`src/rtl/lc3b_types.sv`:
```
// lc3b_types: parameter-independent types and constants shared by the
// lc3b pipeline stages.
//   lc3b_nzp  : 3-bit condition code / branch mask, ordered {n,z,p}
//   CC_*      : one-hot condition-code encodings; CC_RESET is the value
//               the CC register takes out of reset (Z)
//   nzp_match : branch resolution of an IR mask against a CC value
package lc3b_types;

  typedef logic [2:0] lc3b_nzp;

  localparam lc3b_nzp CC_N     = 3'b100;
  localparam lc3b_nzp CC_Z     = 3'b010;
  localparam lc3b_nzp CC_P     = 3'b001;
  localparam lc3b_nzp CC_RESET = 3'b010;

  // A branch is taken when any condition selected by the mask is set.
  function automatic logic nzp_match(input lc3b_nzp mask, input lc3b_nzp cc);
    return |(mask & cc);
  endfunction

endpackage

```
`src/rtl/wb_stage_if.sv`:
```
// wb_stage_if: handshake, register-file write port and branch/CC signals
// of the writeback stage.
//   slave modport  : seen by wb_stage (inputs in_*/stall, outputs rf_*,
//                    cc_out, br_taken, in_ready)
//   master modport : seen by whatever drives the stage
// Optional macro WB_BYPASS_EN adds fwd_valid/fwd_dr/fwd_data.
interface wb_stage_if #(
  parameter int WIDTH = 16,
  parameter int NSRC  = 4,
  parameter int NREG  = 8
);
  import lc3b_types::*;

  localparam int DRW  = (NREG > 1) ? $clog2(NREG) : 1;
  localparam int SELW = (NSRC > 1) ? $clog2(NSRC) : 1;

  logic                  in_valid;
  logic                  in_ready;
  logic [NSRC*WIDTH-1:0] in_src;
  logic [SELW-1:0]       in_sel;
  logic [DRW-1:0]        in_dr;
  logic                  in_load_reg;
  logic                  in_load_cc;
  logic                  in_is_br;
  lc3b_nzp               in_nzp;
  logic                  stall;
  logic                  rf_we;
  logic [DRW-1:0]        rf_dr;
  logic [WIDTH-1:0]      rf_data;
  lc3b_nzp               cc_out;
  logic                  br_taken;
`ifdef WB_BYPASS_EN
  logic                  fwd_valid;
  logic [DRW-1:0]        fwd_dr;
  logic [WIDTH-1:0]      fwd_data;

  modport slave (
    input  in_valid, in_src, in_sel, in_dr, in_load_reg, in_load_cc,
           in_is_br, in_nzp, stall,
    output in_ready, rf_we, rf_dr, rf_data, cc_out, br_taken,
           fwd_valid, fwd_dr, fwd_data
  );

  modport master (
    output in_valid, in_src, in_sel, in_dr, in_load_reg, in_load_cc,
           in_is_br, in_nzp, stall,
    input  in_ready, rf_we, rf_dr, rf_data, cc_out, br_taken,
           fwd_valid, fwd_dr, fwd_data
  );
`else
  modport slave (
    input  in_valid, in_src, in_sel, in_dr, in_load_reg, in_load_cc,
           in_is_br, in_nzp, stall,
    output in_ready, rf_we, rf_dr, rf_data, cc_out, br_taken
  );

  modport master (
    output in_valid, in_src, in_sel, in_dr, in_load_reg, in_load_cc,
           in_is_br, in_nzp, stall,
    input  in_ready, rf_we, rf_dr, rf_data, cc_out, br_taken
  );
`endif

endinterface

```
`src/rtl/wb_gencc.sv`:
```
// wb_gencc: combinational value-to-NZP generator.
//   value_i : WIDTH-bit result being written back
//   nzp_o   : one-hot {n,z,p}; N on msb set, Z on zero, P otherwise
module wb_gencc
  import lc3b_types::*;
#(
  parameter int WIDTH = 16
) (
  input  logic [WIDTH-1:0] value_i,
  output lc3b_nzp          nzp_o
);

  // Priority keeps the result one-hot: the sign bit wins over zero test.
  always_comb begin
    nzp_o = CC_P;
    if (value_i[WIDTH-1]) begin
      nzp_o = CC_N;
    end else if (value_i == {WIDTH{1'b0}}) begin
      nzp_o = CC_Z;
    end else begin
      nzp_o = CC_P;
    end
  end

endmodule

```
`src/rtl/wb_stage.sv`:
```
// wb_stage: writeback/retire stage of the lc3b pipeline.
//   clk, reset_n : clock, asynchronous active-low reset
//   bus (slave)  : valid/ready intake with NSRC packed sources and a
//                  select, downstream stall, register-file write port,
//                  NZP condition codes and branch-taken pulse.
// One instruction is held in the stage register; it retires (rf_we /
// br_taken pulse) on the first cycle it is valid and not stalled.
// Optional macro WB_BYPASS_EN exposes the held write (fwd_*) for decode
// forwarding before retire.
module wb_stage
  import lc3b_types::*;
#(
  parameter int WIDTH = 16,
  parameter int NSRC  = 4,
  parameter int NREG  = 8
) (
  input  logic        clk,
  input  logic        reset_n,
  wb_stage_if.slave   bus
);

  localparam int DRW  = (NREG > 1) ? $clog2(NREG) : 1;
  localparam int SELW = (NSRC > 1) ? $clog2(NSRC) : 1;

  logic             valid_q, valid_d;
  logic [WIDTH-1:0] data_q, data_d;
  logic [DRW-1:0]   dr_q, dr_d;
  logic             load_reg_q, load_reg_d;
  logic             br_q, br_d;
  lc3b_nzp          cc_q, cc_d;

  logic             accept;
  logic             retire;
  logic [WIDTH-1:0] sel_val;
  lc3b_nzp          sel_cc;

  // Source mux; a select beyond the last source falls back to source 0.
  always_comb begin
    sel_val = bus.in_src[WIDTH-1:0];
    for (int i = 0; i < NSRC; i++) begin
      if (bus.in_sel == SELW'(i)) begin
        sel_val = bus.in_src[i*WIDTH +: WIDTH];
      end else begin
        sel_val = sel_val;
      end
    end
  end

  wb_gencc #(.WIDTH(WIDTH)) u_gencc (
    .value_i (sel_val),
    .nzp_o   (sel_cc)
  );

  assign bus.in_ready = !valid_q || !bus.stall;
  assign accept       = bus.in_valid && bus.in_ready;
  assign retire       = valid_q && !bus.stall;

  // Next state: accept overwrites the entry (also covers retire+accept
  // with no bubble); the branch compares against cc_q before its update.
  always_comb begin
    valid_d    = valid_q;
    data_d     = data_q;
    dr_d       = dr_q;
    load_reg_d = load_reg_q;
    br_d       = br_q;
    cc_d       = cc_q;
    if (accept) begin
      valid_d    = 1'b1;
      data_d     = sel_val;
      dr_d       = bus.in_dr;
      load_reg_d = bus.in_load_reg;
      br_d       = bus.in_is_br && nzp_match(bus.in_nzp, cc_q);
      if (bus.in_load_cc) begin
        cc_d = sel_cc;
      end else begin
        cc_d = cc_q;
      end
    end else if (retire) begin
      valid_d = 1'b0;
    end else begin
      valid_d = valid_q;
    end
  end

  // Stage and condition-code registers.
  always_ff @(posedge clk or negedge reset_n) begin
    if (!reset_n) begin
      valid_q    <= 1'b0;
      data_q     <= {WIDTH{1'b0}};
      dr_q       <= {DRW{1'b0}};
      load_reg_q <= 1'b0;
      br_q       <= 1'b0;
      cc_q       <= CC_RESET;
    end else begin
      valid_q    <= valid_d;
      data_q     <= data_d;
      dr_q       <= dr_d;
      load_reg_q <= load_reg_d;
      br_q       <= br_d;
      cc_q       <= cc_d;
    end
  end

  // Retire pulses are gated by !stall so they fire once per instruction.
  assign bus.rf_we    = retire && load_reg_q;
  assign bus.rf_dr    = dr_q;
  assign bus.rf_data  = data_q;
  assign bus.br_taken = retire && br_q;
  assign bus.cc_out   = cc_q;

`ifdef WB_BYPASS_EN
  assign bus.fwd_valid = valid_q && load_reg_q;
  assign bus.fwd_dr    = dr_q;
  assign bus.fwd_data  = data_q;
`endif

endmodule

```
`src/flat_wrapper.sv`:
```
// flat-port wrapper written by rule: the top's interface ports become plain ports
module wb_stage_flat import lc3b_types::*;
#(
  parameter int WIDTH = 16,
  parameter int NSRC  = 4,
  parameter int NREG  = 8
)
  (clk, reset_n, bus_in_valid, bus_in_src, bus_in_sel, bus_in_dr, bus_in_load_reg, bus_in_load_cc, bus_in_is_br, bus_in_nzp, bus_stall, bus_in_ready, bus_rf_we, bus_rf_dr, bus_rf_data, bus_cc_out, bus_br_taken);
  wb_stage_if #(.WIDTH(WIDTH), .NSRC(NSRC), .NREG(NREG)) bus_i ();
  input  logic clk;
  input  logic reset_n;
  input wire logic [$bits(bus_i.in_valid)-1:0] bus_in_valid;
  input wire logic [$bits(bus_i.in_src)-1:0] bus_in_src;
  input wire logic [$bits(bus_i.in_sel)-1:0] bus_in_sel;
  input wire logic [$bits(bus_i.in_dr)-1:0] bus_in_dr;
  input wire logic [$bits(bus_i.in_load_reg)-1:0] bus_in_load_reg;
  input wire logic [$bits(bus_i.in_load_cc)-1:0] bus_in_load_cc;
  input wire logic [$bits(bus_i.in_is_br)-1:0] bus_in_is_br;
  input wire logic [$bits(bus_i.in_nzp)-1:0] bus_in_nzp;
  input wire logic [$bits(bus_i.stall)-1:0] bus_stall;
  output wire logic [$bits(bus_i.in_ready)-1:0] bus_in_ready;
  output wire logic [$bits(bus_i.rf_we)-1:0] bus_rf_we;
  output wire logic [$bits(bus_i.rf_dr)-1:0] bus_rf_dr;
  output wire logic [$bits(bus_i.rf_data)-1:0] bus_rf_data;
  output wire logic [$bits(bus_i.cc_out)-1:0] bus_cc_out;
  output wire logic [$bits(bus_i.br_taken)-1:0] bus_br_taken;
  assign bus_i.in_valid = bus_in_valid;
  assign bus_i.in_src = bus_in_src;
  assign bus_i.in_sel = bus_in_sel;
  assign bus_i.in_dr = bus_in_dr;
  assign bus_i.in_load_reg = bus_in_load_reg;
  assign bus_i.in_load_cc = bus_in_load_cc;
  assign bus_i.in_is_br = bus_in_is_br;
  assign bus_i.in_nzp = bus_in_nzp;
  assign bus_i.stall = bus_stall;
  assign bus_in_ready = bus_i.in_ready;
  assign bus_rf_we = bus_i.rf_we;
  assign bus_rf_dr = bus_i.rf_dr;
  assign bus_rf_data = bus_i.rf_data;
  assign bus_cc_out = bus_i.cc_out;
  assign bus_br_taken = bus_i.br_taken;
  wb_stage #(.WIDTH(WIDTH), .NSRC(NSRC), .NREG(NREG)) u_core (.clk(clk), .reset_n(reset_n), .bus(bus_i));
endmodule
```
`config.mk`:
```
export PLATFORM = sky130hd
export DESIGN_NAME = wb_stage_flat
export DESIGN_NICKNAME = d
export VERILOG_FILES = /design/src/rtl/lc3b_types.sv /design/src/rtl/wb_stage_if.sv /design/src/rtl/wb_gencc.sv /design/src/rtl/wb_stage.sv /design/src/flat_wrapper.sv
export SDC_FILE = /design/constraint.sdc
export NUM_CORES = 1
export LEC_CHECK = 0
export ABC_CLOCK_PERIOD_IN_PS = 2000
export CAP_MARGIN = 0
export CORE_ASPECT_RATIO = 1.5
export CORE_MARGIN = 10
export CORE_UTILIZATION = 34
export CTS_CLUSTER_SIZE = 8
export DETAILED_ROUTE_END_ITERATION = 8
export PLACE_DENSITY = 0.75
export SKIP_CTS_REPAIR_TIMING = 1
export SLEW_MARGIN = 20
export SYNTH_ARGS = -nofsm -noshare
export SYNTH_HDL_FRONTEND = slang
export SYNTH_SLANG_ARGS = --single-unit
export TNS_END_PERCENT = 1
```
`constraint.sdc`:
```
create_clock -name clk -period 2 [get_ports clk]
set_input_delay 0.2 -clock clk [delete_from_list [all_inputs] [get_ports clk]]
set_output_delay 0.2 -clock clk [all_outputs]
set_load 0.02 [all_outputs]
```
After elaboration in Yosys (flattened, before gate mapping)
Cells that the tools add are included.

cells by class
  eq/ne operators = 3
  mux-type cells = 7
  bitwise operators = 1
  reduce and logical (&&, ||, !) cells = 12

operators by type and width
  operator                                        number
  two-way mux 16 bit                              3
  zero test 16 bit                                1
  logical AND 1 bit                               5
  == test 2 bit (second input constant)           2
  bitwise AND 3 bit                               1
  two-way mux 3 bit                               1
  OR reduction 3 bit                              1
  == test 2 x 1 -> 1 bit (second input constant)  1
  zero test 1 bit                                 2
  two-way mux 1 bit                               2
  two-way mux 2 bit                               1
  AND reduction 2 bit                             1
  nonzero test 2 bit                              1
  logical OR 1 bit                                1

word-level totals
  register bits after elaboration = 25
  input port bits = 79
  output and inout port bits = 25
  word-level logic and storage cells = 29

Longest topological paths before layout
Gate-level depths: netlist of run 1.

  word-level depth = 7
  depth in mapped cells = 6
  depth with buffers taken out = 4

By module
From an unflattened synthesis of run 1, not the netlist that was laid out.

unflattened totals
  cell total of the unflattened synthesis = 86
  area, all modules = 1427.6 um^2

modules (own cells, without submodules)
  module    times used  cells an instance  area each (um^2)  seq. area each (um^2)
  wb_stage  1           79                 1377.6            626.9
  wb_gencc  1           7                  50.0              0.0

Least setup slack after synthesis of run 1
No wires, ideal clock.

  path type = input to register
  start point = input port bus_in_sel[1]
  end point = register u_core.cc_q[0], in the netlist u_core.bus.cc_out[0]
  setup time = 0.121 ns
  arrival = 1.715 ns
  required time = 1.879 ns
  setup slack = 0.164 ns
  stages = 6
  buffers on the path = 2
  cells stage by stage = clkbuf_1 clkbuf_1 mux4_2 nor4_2 nand4_1 a22o_1

on the way
  cells in the longest elaborated chain, start to end = 7
  elaborated cells between the ends (all ways) = 9
  classes of those cells = eq/ne (3); mux (5); reduce/logical (1)

RTL lines
  element                          line                RTL
  from (decl)                      flat_wrapper.sv:14  input wire logic [$bits(bus_i.in_sel)-1:0] bus_in_sel;
  == test 2 x 1 -> 1 bit           wb_stage.sv:41      if (bus.in_sel == SELW'(i)) begin
  two-way mux 16 bit (2 in a row)  wb_stage.sv:41
  two-way mux 16 bit *             wb_stage.sv:41
  zero test 16 bit                 wb_gencc.sv:18      end else if (value_i == {WIDTH{1'b0}}) begin
  two-way mux 2 bit                wb_gencc.sv:18
  two-way mux 3 bit *              wb_gencc.sv:16      if (value_i[WIDTH-1]) begin
  to (signal assigned)             wb_stage.sv:93      cc_q <= CC_RESET;
  to (signal assigned)             wb_stage.sv:100     cc_q <= cc_d;
  to (decl)                        wb_stage.sv:30      lc3b_nzp cc_q, cc_d;

Mark *: on every way between the ends. The rest lies on a longest branch, timed or not.
A chain may end at the register's enable or synchronous reset.

Worst setup path in the final report of run 1
Ends and elaborated chain as after synthesis.

==> results.md, run 1 <==
Run status:
- The flow ran to the end, and the final reports show no timing, DRC or antenna violations.

Clock network:
- TritonCTS built the clock tree.
- The clock tree buffer depth is 2.
- TritonCTS created 3 clock buffers.
- Clock-pin slew was measured on the worst setup and hold paths at 0.09 ns.
- CTS built an H-tree with a depth of 1.
- The latest clock arrival within the worst-skew pair is 0.27 ns.
- The number of clock sinks seen by CTS is 25.
- The clock tree root driver cell is sky130_fd_sc_hd__clkbuf_8.

Final layout:
- The final non-filler cell area is 2610 um2.
- In the final design database the tool counted 276 nets.
- The area added between synthesis and finish is 81.4%.
- The fraction of final layout cells sized beyond drive strength 1 is 23.0%.
- The final antenna diode count is 0.
- Leaving out fill and tap cells, the most frequent cells in the layout are sky130_fd_sc_hd__clkdlybuf4s50_1, sky130_fd_sc_hd__dfrtp_1, sky130_fd_sc_hd__mux2_2.
- The commonest non-fill, non-tap cell in the layout is sky130_fd_sc_hd__clkdlybuf4s50_1.
- The final core area utilization is 64.7%.

Power:
- The leakage power is a little over 1 nW.
- The power density over the cells is 628 nW/um2.
- The maximum VDD drop is between 500 and 600 uV.

Logic synthesis:
- Counting distinct cell types in the post-synthesis netlist gives 22.
- The cell count after synthesis is 87.
- The share of flip-flops with an asynchronous set or reset after synthesis is 100%.
- The yosys synthesis warning count is 0.
- The number of nets handed over by synthesis was 166.
- The post-synthesis area per instance is approximately 17 um2.
- After synthesis, flip-flops and latches occupy a little over two fifths of the total area.
- Yosys mapped a number of flops with a built-in enable equal to 0.
- After synthesis, the cell types taking the most area are sky130_fd_sc_hd__dfrtp_1, sky130_fd_sc_hd__mux4_1, sky130_fd_sc_hd__mux2_2, sky130_fd_sc_hd__mux4_2, sky130_fd_sc_hd__dfstp_2.
- The most area-hungry cell type in the Yosys netlist is sky130_fd_sc_hd__dfrtp_1.
- The area share of the largest cell type after synthesis is 41.8%.
- The number of register bits inferred by synthesis is 25.
- In the synthesized netlist the dominant register cell turns out to be sky130_fd_sc_hd__dfrtp_1.
- The cell area that synthesis handed to floorplanning was between 1000 and 1500 um2.

Timing:
- The total count of hold-check failures in the final report came to 0.
- The transition time at the pin with the least slew margin is 0.323 ns.
- The worst slew margin relative to its limit is 78.5%.
- For this run, the top clock speed supported by timing is 558 MHz.
- The worst path needs 1.79 ns of the cycle, external delays included.
- The number of slew-limit violations in the final report is 0.
- After layout, the worst path uses around nine tenths of the clock period.
- Across the routed clock network, the largest skew measured is 0.00270 ns.
- Setup repair after global routing left no endpoint under its margin.
- Setup violations remaining at the end of the flow were counted as 0.

Critical path:
- The largest individual stage delay along the critical path comes from the cell sky130_fd_sc_hd__clkdlybuf4s50_1.
- The cell family with the largest share of critical-path delay is buffers and inverters.
- STA puts the critical path data arrival time at 1.96 ns.
- The launching point of the worst reg2reg path is u_core.valid_q.
- The kind of start point of the critical path is an input port.
- The critical path goes through clkdlybuf4s50_1, buf_12, mux4_1, nor4_1, nand4_1, a22o_1.
- On the worst path, the slowest cell contributes a delay of 0.50 ns.
- The endpoint identified for the worst register-to-register timing path is u_core.bus.rf_data[12].
- The setup check on the worst reg-to-reg path leaves a slack of 0.66 ns.
- The largest driver fanout on the critical path is 16.
- The required time reported for the critical path endpoint is 2.17 ns.
- Together, buffers and inverters on the worst path number 2.
- The category of the worst setup path capture point is a flop.
- The worst register-to-register path has a depth of 3.
- The path type of the worst setup path is input port to flop.

Global route:
- The initial antenna violation count came to 0.
- The first global-routing pass estimated 7.97 mm of wire.
- The remaining global-route overflow is 0.
- The pin count of the biggest net entering global routing is 26.
- Across every metal layer, demand over resource in global routing totals 14.1%.
- The via count of the first global-routing pass is 1581.

Die:
- The total core area is 4030 um2.
- The number of I/O pins is approximately 100.
- Once the floorplan was initialized, standard cells occupied 35.7% of the core.
- The floorplan has 28 rows.
- The die height is 99.6 um.
- The width of the die is 73.1 um.
- The die covers 7280 um2.

Place:
- The half-perimeter wire length after placement is 4.55 mm.
- In this run the tool buffered the top-level ports with 103 buffer cells.
- The post-detailed-placement cell area is around 2600 um2.
- Routability-driven placement finished with a final weighted congestion of 0.754.

Drt:
- The routed length per placed instance is between 20 and 25 um.
- The detailed-route vias per instance is 5.26.
- After detailed routing, the number of remaining DRC violations is 0.
- The detailed router placed 1268 vias in this run.
- In this run the remaining antenna-violating nets after routing total 0.
- After the first detailed-routing iteration, the DRC count stood at 12.
- The total routed wirelength is approximately 5 mm.
- The first-pass detailed-route iteration total is 4.

Flow run:
- The max-capacitance violation count is 0.

Min path:
- In this run the worst hold path is classified as input port to async pin.
==> worst max path at each step <==
stage / slack, ns / end / startpoint / cells after the start
after floorplan: 0.16 / u_core.bus.cc_out[0] / bus_in_sel[1] / 6
after global placement: -0.40 / u_core.bus.cc_out[0] / bus_in_sel[0] / 6
after detailed placement: -0.41 / u_core.bus.cc_out[0] / bus_in_sel[0] / 6
after CTS: -0.11 / u_core.bus.cc_out[0] / bus_in_sel[0] / 6
after global routing: 0.13 / u_core.bus.cc_out[0] / bus_in_sel[1] / 6
final: 0.21 / u_core.bus.cc_out[0] / bus_in_sel[1] / 6
==> synthesized netlist by cell type, types with 2 or more instances <==
| library cell | number |
|---|---|
| sky130_fd_sc_hd__mux4_2 | 7 |
| sky130_fd_sc_hd__nor4_1 | 2 |
| sky130_fd_sc_hd__nand2_1 | 4 |
| sky130_fd_sc_hd__nor4_2 | 2 |
| sky130_fd_sc_hd__mux2_2 | 21 |
| sky130_fd_sc_hd__dfrtp_1 | 24 |
| sky130_fd_sc_hd__clkbuf_1 | 4 |
| sky130_fd_sc_hd__mux4_1 | 9 |
==> state kept, by name, indices dropped and copies added (netlist names) <==
name,flops
u_core.bus.rf_dr,3
u_core.valid_q,1
u_core.br_q,1
u_core.bus.cc_out,3
u_core.bus.rf_data,16
u_core.load_reg_q,1
==> worst reg2reg max path, stage by stage, from the launching register on <==
cell	delay, ns
sky130_fd_sc_hd__dfrtp_1	0.42
sky130_fd_sc_hd__a21boi_2	0.15
sky130_fd_sc_hd__buf_4	0.28
sky130_fd_sc_hd__mux2_2	0.38
==> per-stage QoR <==
stage / std cells / setup WS [ns] / TNS (ns) / hold slack, ns / total power [mW]
after CTS: 241 / -0.108 / -0.171 / 0.291 / 1.66
after floorplan: 87 / 0.164 / 0 / -0.0956 / 0.945
after global placement: 237 / -0.404 / -0.913 / 0.485 / 1.34
after detailed placement: 237 / -0.407 / -1.09 / 0.494 / 1.36
after global routing: 241 / 0.128 / 0 / 0.335 / 1.72
final: 241 / 0.208 / 0 / 0.285 / 1.64
==> power breakdown <==
| group | internal (mW) | leakage, nW | switching, mW |
|---|---|---|---|
| Sequential | 0.594 | 0.293 | 0.0540 |
| Clock | 0.140 | 0.0255 | 0.159 |
| Combinational | 0.418 | 0.714 | 0.272 |
==> routing by layer <==
metal / GRT usage (%) / part of all wire (%)
met3: 9.75 / 16
met2: 24.3 / 53
met4: 3.52 / 0.86
met5: 0 / 0
met1: 13.0 / 31
==> area by class of cell <==
cell class	instances	area, um2
Multi-Input combinational cell	55	764
Clock inverter	1	5.00
Timing Repair Buffer	111	1110
Sequential cell	25	627
Tap cell	45	56.3
Clock buffer	3	41.3
Fill cell	301	1420
Inverter	1	3.75
==> kinds of logic (layout without fill, tap and decap cells) <==
kind of cell / count (synthesis) / count (layout) / share of synthesized area [%]
AO/OA/AOI/OAI: 5 / 5 / 3.13
buffers and inverters: 7 / 116 / 3.48
flip-flops: 25 / 25 / 43.6
multiplexers: 37 / 37 / 43.9
AND/OR/NAND/NOR: 13 / 13 / 5.92
Note: power is estimated with default switching activity, not from simulation.
==> inputs of run 2 (changes only) <==
PLACE_DENSITY = 0.76   (was 0.75)
SYNTH_HIERARCHICAL = 1   (was unset)
==> results.md, run 2 <==
Critical path:
- The worst-case reg-to-reg path depth is 4 (+1).
- STA classifies the critical path startpoint as an input port.
- STA classifies the critical path endpoint as a flop.
- The critical path starts at bus_in_sel[1].
- The termination of the worst setup path is u_core/bus.cc_out[0].
- The critical path goes through clkdlybuf4s50_1, buf_12, mux4_2, nor4_2, buf_4, a41oi_1, mux2_2.
- The slowest stage of the critical path belongs to the cell sky130_fd_sc_hd__clkdlybuf4s50_1.
- The required time reported for the critical path endpoint is 2.16 ns (about the same).
- The delay of the slowest cell on the worst path was 0.51 ns (about the same).
- The launching point of the worst reg2reg path is u_core/valid_q.
- The path type of the worst setup path is input port to flop.
- The register-to-register setup slack is 0.68 ns (+0.02 ns).
- The capture point of the worst reg-to-reg path is u_core/bus.rf_data[12].
- The largest driver fanout on the critical path came to 16 (unchanged).
- The arrival time at the worst endpoint is 1.99 ns (+0.03 ns).

Drt:
- The count of antenna-violating nets left after detailed routing is 0 (unchanged).
- The count of vias placed by the detailed router is 1272 (+0.32%).
- The detailed-route vias per instance is 5.23 (-0.51%).
- The routed length per placed instance is 21.4 um (+0.96%).
- The first-pass detailed-route iteration total is 4 (unchanged).
- The total routed wirelength is 5.21 mm (+1.8%).
- The remaining design rule violation count came to 0 (unchanged).
- The violation count after the first detailed-routing iteration came to 33 (+21).

Clock network:
- The clock tree buffer depth was 2 (unchanged).
- The latest clock arrival within the worst-skew pair is 0.26 ns (about the same).
- The tree is rooted in a sky130_fd_sc_hd__clkbuf_8.
- The number of clock sinks seen by CTS came to 25 (unchanged).
- TritonCTS built the clock tree.
- The total CTS buffers is 3 (unchanged).
- The H-tree depth came to 1 (unchanged).
- The clock-pin slew of the registers on the worst-case setup and hold paths is 0.08 ns (about the same).

Timing:
- The total count of hold-check failures in the final report is 0 (unchanged).
- The total negative slack for setup checks is 0 ns (unchanged).
- The number of slew-limit violations in the final report is 0 (unchanged).
- The transition time at the pin with the least slew margin was 0.307 ns (-0.0163 ns).
- The least setup slack across all paths after layout is 0.166 ns (-0.0422 ns).
- The clock skew was 0.000592 ns (-0.00211 ns).
- The total setup violations reported at the end of the flow is 0 (unchanged).
- The worst slew margin relative to its limit is 79.6% (+1.1 points).
- Setup repair after global routing left no endpoint under its margin.
- The fraction of the cycle the final worst path needs is 91.7% (+2.1 points).
- The final critical path time including I/O delays and setup was 1.83 ns (+0.0422 ns).
- The highest clock rate is 545 MHz (-2.3%).

Logic synthesis:
- After synthesis, the most frequently instantiated cells are sky130_fd_sc_hd__dfrtp_1, sky130_fd_sc_hd__mux2_2, sky130_fd_sc_hd__mux4_2, sky130_fd_sc_hd__mux4_1, sky130_fd_sc_hd__nor4_1.
- The most common cell in the synthesized netlist is sky130_fd_sc_hd__dfrtp_1.
- The sequential fraction of the synthesis area is 43.9% (+0.31 points).
- The number of register bits inferred by synthesis is 25 (unchanged).
- The synthesized net count is 165 (-0.60%).
- The number of flops mapped to enable cells by yosys is 0 (unchanged).
- The cell count after synthesis is 86 (-1.1%).
- For this run, the leading register cell type out of synthesis is sky130_fd_sc_hd__dfrtp_1.
- The post-synthesis area per instance was 16.6 um2 (+0.46%).
- The count of cell types in the netlist is 19 (-14%).
- The most area-hungry cell type in the Yosys netlist is sky130_fd_sc_hd__dfrtp_1.
- The area share of the largest cell type after synthesis came to 42.1% (+0.29 points).
- The yosys synthesis warning count is 6 (+6).
- The area of the mapped netlist was 1430 um2 (-0.70%).
- Sorting the synthesized cells by area gives the leading types as sky130_fd_sc_hd__dfrtp_1, sky130_fd_sc_hd__mux2_2, sky130_fd_sc_hd__mux4_2, sky130_fd_sc_hd__mux4_1, sky130_fd_sc_hd__dfstp_2.
- The share of flip-flops with an asynchronous set or reset after synthesis came to 100% (unchanged).

Place:
- The total instance count after detailed placement is 236 (-0.42%).
- The half-perimeter wire length after placement is 4.52 mm (-0.67%).
- The post-place setup slack is -0.471 ns (-0.0650 ns).
- The last weighted congestion value of the routability-driven placer is 0.847 (+12%).
- The number of port buffers is 103 (unchanged).

Power:
- The final total power was 1.67 mW (+1.9%).
- The maximum VDD drop was 537 uV (-1.3%).
- The leakage power is 1.05 nW (+1.6%).
- The power density over the cells came to 623 nW/um2 (-0.68%).

Global route:
- The pin count of the biggest net entering global routing was 26 (unchanged).
- The remaining global-route overflow is 0 (unchanged).
- The total global routing track utilization is 13.4% (-0.69 points).
- The initial antenna violation count is 0 (unchanged).
- The first-pass GRT wire length is 7.78 mm (-2.3%).
- The via count of the first global-routing pass is 1484 (-6.1%).

Die:
- The effective utilization at floorplan is 35.7% (+0.062 points).
- The placement row count was 28 (unchanged).
- The die footprint is 7240 um2 (-0.54%).
- The number of I/O pins is 104 (unchanged).
- The width of the die is 72.9 um (-0.26%).
- The die height was 99.4 um (-0.28%).
- The total core area is 3990 um2 (-0.87%).

Final layout:
- Leaving out fill and tap cells, the most frequent cells in the layout are sky130_fd_sc_hd__clkdlybuf4s50_1, sky130_fd_sc_hd__dfrtp_1, sky130_fd_sc_hd__mux2_2.
- The commonest non-fill, non-tap cell in the layout is sky130_fd_sc_hd__clkdlybuf4s50_1.
- The area added between synthesis and finish is 87.4%.
- The area occupied by registers came to 627 um2 (unchanged).
- The number of fillers in the final layout was 325 (+8.0%).
- The final non-filler cell total came to 243 (+0.83%).
- The flip-flop count of the largest register after layout came to 16 (unchanged).
- The fraction of final layout cells sized beyond drive strength 1 came to 28.8% (+5.8 points).
- The layout net count is 278 (+0.72%).
- The area occupied by multi-input gates was 781 um2 (+2.1%).
- The final antenna diode count is 0 (unchanged).

Min path:
- The path class of the tightest hold or removal check is input port to async pin.

Run status:
- The run finished with clean final reports.

Flow run:
- The max-capacitance violation count is 0 (unchanged).
run 2: how the worst min path moves through the flow:
stage	from	endpoint	slack (ns)	depth (start not counted)
detailed placement	u_core/bus.rf_data[9]	u_core/bus.rf_data[9]	0.50	1
global placement	u_core/load_reg_q	u_core/load_reg_q	0.49	1
global route	reset_n	u_core/bus.rf_data[5]	0.33	2
finish	reset_n	u_core/bus.rf_dr[1]	0.29	2
floorplan	reset_n	u_core/br_q	-0.1	0
CTS	reset_n	u_core/bus.rf_dr[1]	0.30	2
run 2: where the power goes:
group | leakage [nW] | switching, mW | total (mW) | internal (mW)
registers | 0.292 | 0.0560 | 0.651 | 0.595
clock network | 0.0228 | 0.147 | 0.290 | 0.142
logic | 0.734 | 0.287 | 0.727 | 0.440
total | 1.05 | 0.490 | 1.67 | 1.18
run 2: cells by family after synthesis:
kind of cell           after synthesis  synth area share (%)
DFF                                 25                  43.9
AOI/OAI and AO/OA                    3                  1.93
muxes                               39                  45.0
buffers and inverters                7                  3.94
and+or+nand+nor                     12                  5.26
run 2: layout make-up:
class / count / share of cell area, %
Tap cell: 45 / 2.10
Multi-Input combinational cell: 54 / 29.2
Sequential cell: 25 / 23.4
Timing Repair Buffer: 115 / 43.6
Clock buffer: 4 / 1.68
run 2: critical path: cells and delay by family:
kind / cells / cell delay [ns]
AO/OA/AOI/OAI: 1 / 0.08
buffers and inverters: 3 / 0.83
multiplexers: 2 / 0.59
AND/OR/NAND/NOR: 1 / 0.30
run 2: per-layer routing:
metal  vias up  track usage (%)  wire [um]
li1        577                -          -
met1       617             13.8       1730
met2        71             24.0       2850
met3         7             5.77        567
met4         0             3.08         60
met5         -                0          0
run 2: stage by stage:
step                      util (%)  instance area, um2  hold WS, ns
after floorplan                  -                1430      -0.0956
after global placement        63.9                2550        0.486
after detailed placement      63.9                2550        0.496
after CTS                     65.0                2600        0.304
after global routing          67.0                2680        0.335
final                         67.0                2680        0.291
==> inputs of run 3 (changes only) <==
CORE_UTILIZATION = 35   (was 34)
CTS_BUF_LIST = sky130_fd_sc_hd__clkbuf_4 sky130_fd_sc_hd__clkbuf_8   (was unset)
PLACE_DENSITY = 0.78   (was 0.76)
==> results.md, run 3 (same netlist as run 2, synthesis figures left out) <==
Global route:
- The first-pass GRT wire length is 7.90 mm (+1.5%).
- The pin count of the biggest net entering global routing is 26 (unchanged).
- The initial antenna violation count came to 0 (unchanged).
- The remaining global-route overflow is 0 (unchanged).
- The total global routing track utilization is 13.8% (+0.42 points).
- The via count of the first global-routing pass is 1492 (+0.54%).

Place:
- The half-perimeter wire length after placement is 4.51 mm (-0.20%).
- The last weighted congestion value of the routability-driven placer is 0.738 (-13%).
- The post-detailed-placement cell area is 2580 um2 (+1.1%).
- The number of port buffers was 103 (unchanged).

Timing:
- The number of slew-limit violations in the final report is 0 (unchanged).
- The clock skew is 0.00458 ns (+0.00399 ns).
- The final critical path time including I/O delays and setup is 1.91 ns (+0.0789 ns).
- The total setup violations reported at the end of the flow is 0 (unchanged).
- The worst hold slack is 0.284 ns (-0.00682 ns).
- The highest clock rate is 523 MHz (-4.1%).
- The total negative slack for setup checks is 0 ns (unchanged).
- Setup repair after global routing left no endpoint under its margin.
- The transition time at the pin with the least slew margin was 0.304 ns (-0.00303 ns).
- The total count of hold-check failures in the final report came to 0 (unchanged).
- The fraction of the cycle the final worst path needs came to 95.7% (+3.9 points).
- The worst slew margin relative to its limit is 79.8% (+0.20 points).

Final layout:
- The fraction of final layout cells sized beyond drive strength 1 came to 30.0% (+1.3 points).
- The area occupied by multi-input gates is 771 um2 (-1.3%).
- The final antenna diode count is 0 (unchanged).
- The final non-filler cell area is 2720 um2 (+1.5%).
- Leaving out fill and tap cells, the most frequent cell in the layout is sky130_fd_sc_hd__clkdlybuf4s50_1.
- The library cells used most frequently in the layout, excluding fill and tap cells, are sky130_fd_sc_hd__clkdlybuf4s50_1, sky130_fd_sc_hd__dfrtp_1, sky130_fd_sc_hd__mux2_2.
- Compared with the post-synthesis result, the final layout area differs by 90.3%.
- The area occupied by registers is 627 um2 (unchanged).
- The number of fillers in the final layout is 299 (-8.0%).
- The flip-flop count of the largest register after layout is 16 (unchanged).
- The layout net count is 283 (+1.8%).

Min path:
- The min-delay analysis places its worst path in the category input port to async pin.

Die:
- The number of I/O pins was 104 (unchanged).
- The die height came to 98.2 um (-1.1%).
- The total core area is 3960 um2 (-0.88%).
- The width of the die came to 72.1 um (-1.0%).
- The die footprint is 7090 um2 (-2.2%).
- The effective utilization at floorplan is 36.1% (+0.32 points).
- The placement row count was 28 (unchanged).

Run status:
- The run finished with clean final reports.

Critical path:
- By startpoint and endpoint, the worst setup path is classified as input port to flop.
- In this run the critical register-to-register path is launched from u_core/valid_q.
- In this design, the largest share of critical-path delay is due to buffers and inverters.
- The capture point of the worst reg-to-reg path is u_core/bus.rf_data[7].
- Among all stages on the critical path, the largest delay is contributed by sky130_fd_sc_hd__clkdlybuf4s50_1.
- The number of buffers and inverters on the critical path is 3 (unchanged).
- The delay of the slowest cell on the worst path is 0.51 ns (about the same).
- The register-to-register setup slack was 0.60 ns (-0.08 ns).
- STA classifies the critical path startpoint as an input port.
- The worst-case reg-to-reg path depth is 4 (unchanged).
- The largest driver fanout on the critical path came to 16 (unchanged).
- The arrival time at the worst endpoint is 2.07 ns (+0.08 ns).
- The category of the worst setup path capture point is a flop.
- The required time reported for the critical path endpoint is 2.15 ns (about the same).
- The critical path goes through clkdlybuf4s50_1, buf_12, mux4_2, nor4_2, buf_4, a41oi_1, mux2_2.

Drt:
- The violation count after the first detailed-routing iteration is 33 (unchanged).
- The count of vias placed by the detailed router is 1285 (+1.0%).
- The first-pass detailed-route iteration total is 4 (unchanged).
- The count of antenna-violating nets left after detailed routing is 0 (unchanged).
- The total routed wirelength is 5.30 mm (+1.7%).
- The routed length per placed instance is 21.4 um (-0.34%).
- The remaining design rule violation count is 0 (unchanged).
- The detailed-route vias per instance is 5.18 (-1.0%).

Power:
- The switching share of power is 29.4% (about the same).
- The sequential fraction of design power is 38.7% (-0.4 points).
- The combinational fraction of design power came to 43.8% (+0.2 points).
- The switching power summed over all nets was 0.492 mW (+0.37%).
- The clock share of power was 17.5% (about the same).
- The internal power contribution came to 1.18 mW (+0.38%).
- The leakage power is 1.09 nW (+3.6%).
- The power density over the cells is 616 nW/um2 (-1.1%).
- The final total power came to 1.67 mW (+0.38%).
- The maximum VDD drop was 428 uV (-20%).

Flow run:
- The max-capacitance violation count was 0 (unchanged).

Clock network:
- The number of clock sinks seen by CTS is 25 (unchanged).
- The clock-pin slew of the registers on the worst-case setup and hold paths is 0.08 ns (about the same).
- The total CTS buffers is 3 (unchanged).
- The clock tree buffer depth came to 2 (unchanged).
- The clock tree root driver cell is sky130_fd_sc_hd__clkbuf_8.
- TritonCTS built the clock tree.
- The latest clock arrival within the worst-skew pair is 0.27 ns (about the same).
- The H-tree depth came to 1 (unchanged).
## run 3: cell types whose count changed in the layout (fill, tap and decap cells not counted), moves of 2 or more
| cell | before | now |
|---|---|---|
| sky130_fd_sc_hd__buf_4 | 9 | 13 |
| sky130_fd_sc_hd__nor4_2 | 1 | 3 |
| sky130_fd_sc_hd__mux4_1 | 2 | 4 |
| sky130_fd_sc_hd__nor4_4 | 3 | 1 |
| sky130_fd_sc_hd__mux4_2 | 14 | 12 |
## run 3: cell type report
cell class / count / area share (%)
repair buffers: 120 / 44.8
multi-input cells: 54 / 28.4
flip-flops and latches: 25 / 23.1
well taps: 45 / 2.07
clock buffers: 3 / 1.52
clock inverters: 1 / 0.184
## run 3: layer usage
metal  routed length, um  share of wire, %  track usage (%)
met1                1650                31             12.9
met3                 555                10             5.47
met2                3000                57             25.7
met4                  88               1.7             5.23
met5                   0                 0                0
## run 3: per-stage QoR
step	setup WS (ns)	util (%)	cells
floorplan	0.196	-	86
CTS	-0.176	66.3	242
finish	0.0867	68.6	248
detailed placement	-0.460	65.1	238
global route	0.0434	68.6	248
global placement	-0.388	65.1	238
## run 3: how the worst max path moves through the flow
stage	end	cells after the start	from	slack [ns]
final	u_core/bus.cc_out[0]	7	bus_in_sel[1]	0.09
after global routing	u_core/bus.cc_out[0]	7	bus_in_sel[1]	0.04
after CTS	u_core/bus.cc_out[0]	7	bus_in_sel[0]	-0.18
after detailed placement	u_core/bus.cc_out[0]	7	bus_in_sel[0]	-0.46
after global placement	u_core/bus.cc_out[0]	8	bus_in_sel[0]	-0.39
after floorplan	u_core/bus.cc_out[0]	6	bus_in_sel[1]	0.20
## run 3: power groups by stage
| stage | registers (mW) | clock network (mW) | logic [mW] |
|---|---|---|---|
| finish | 0.648 | 0.293 | 0.734 |
| detailed placement | 0.657 | 0 | 0.715 |
| floorplan | 0.751 | 0 | 0.198 |
| global route | 0.659 | 0.322 | 0.774 |
| CTS | 0.647 | 0.299 | 0.715 |
| global placement | 0.651 | 0 | 0.699 |
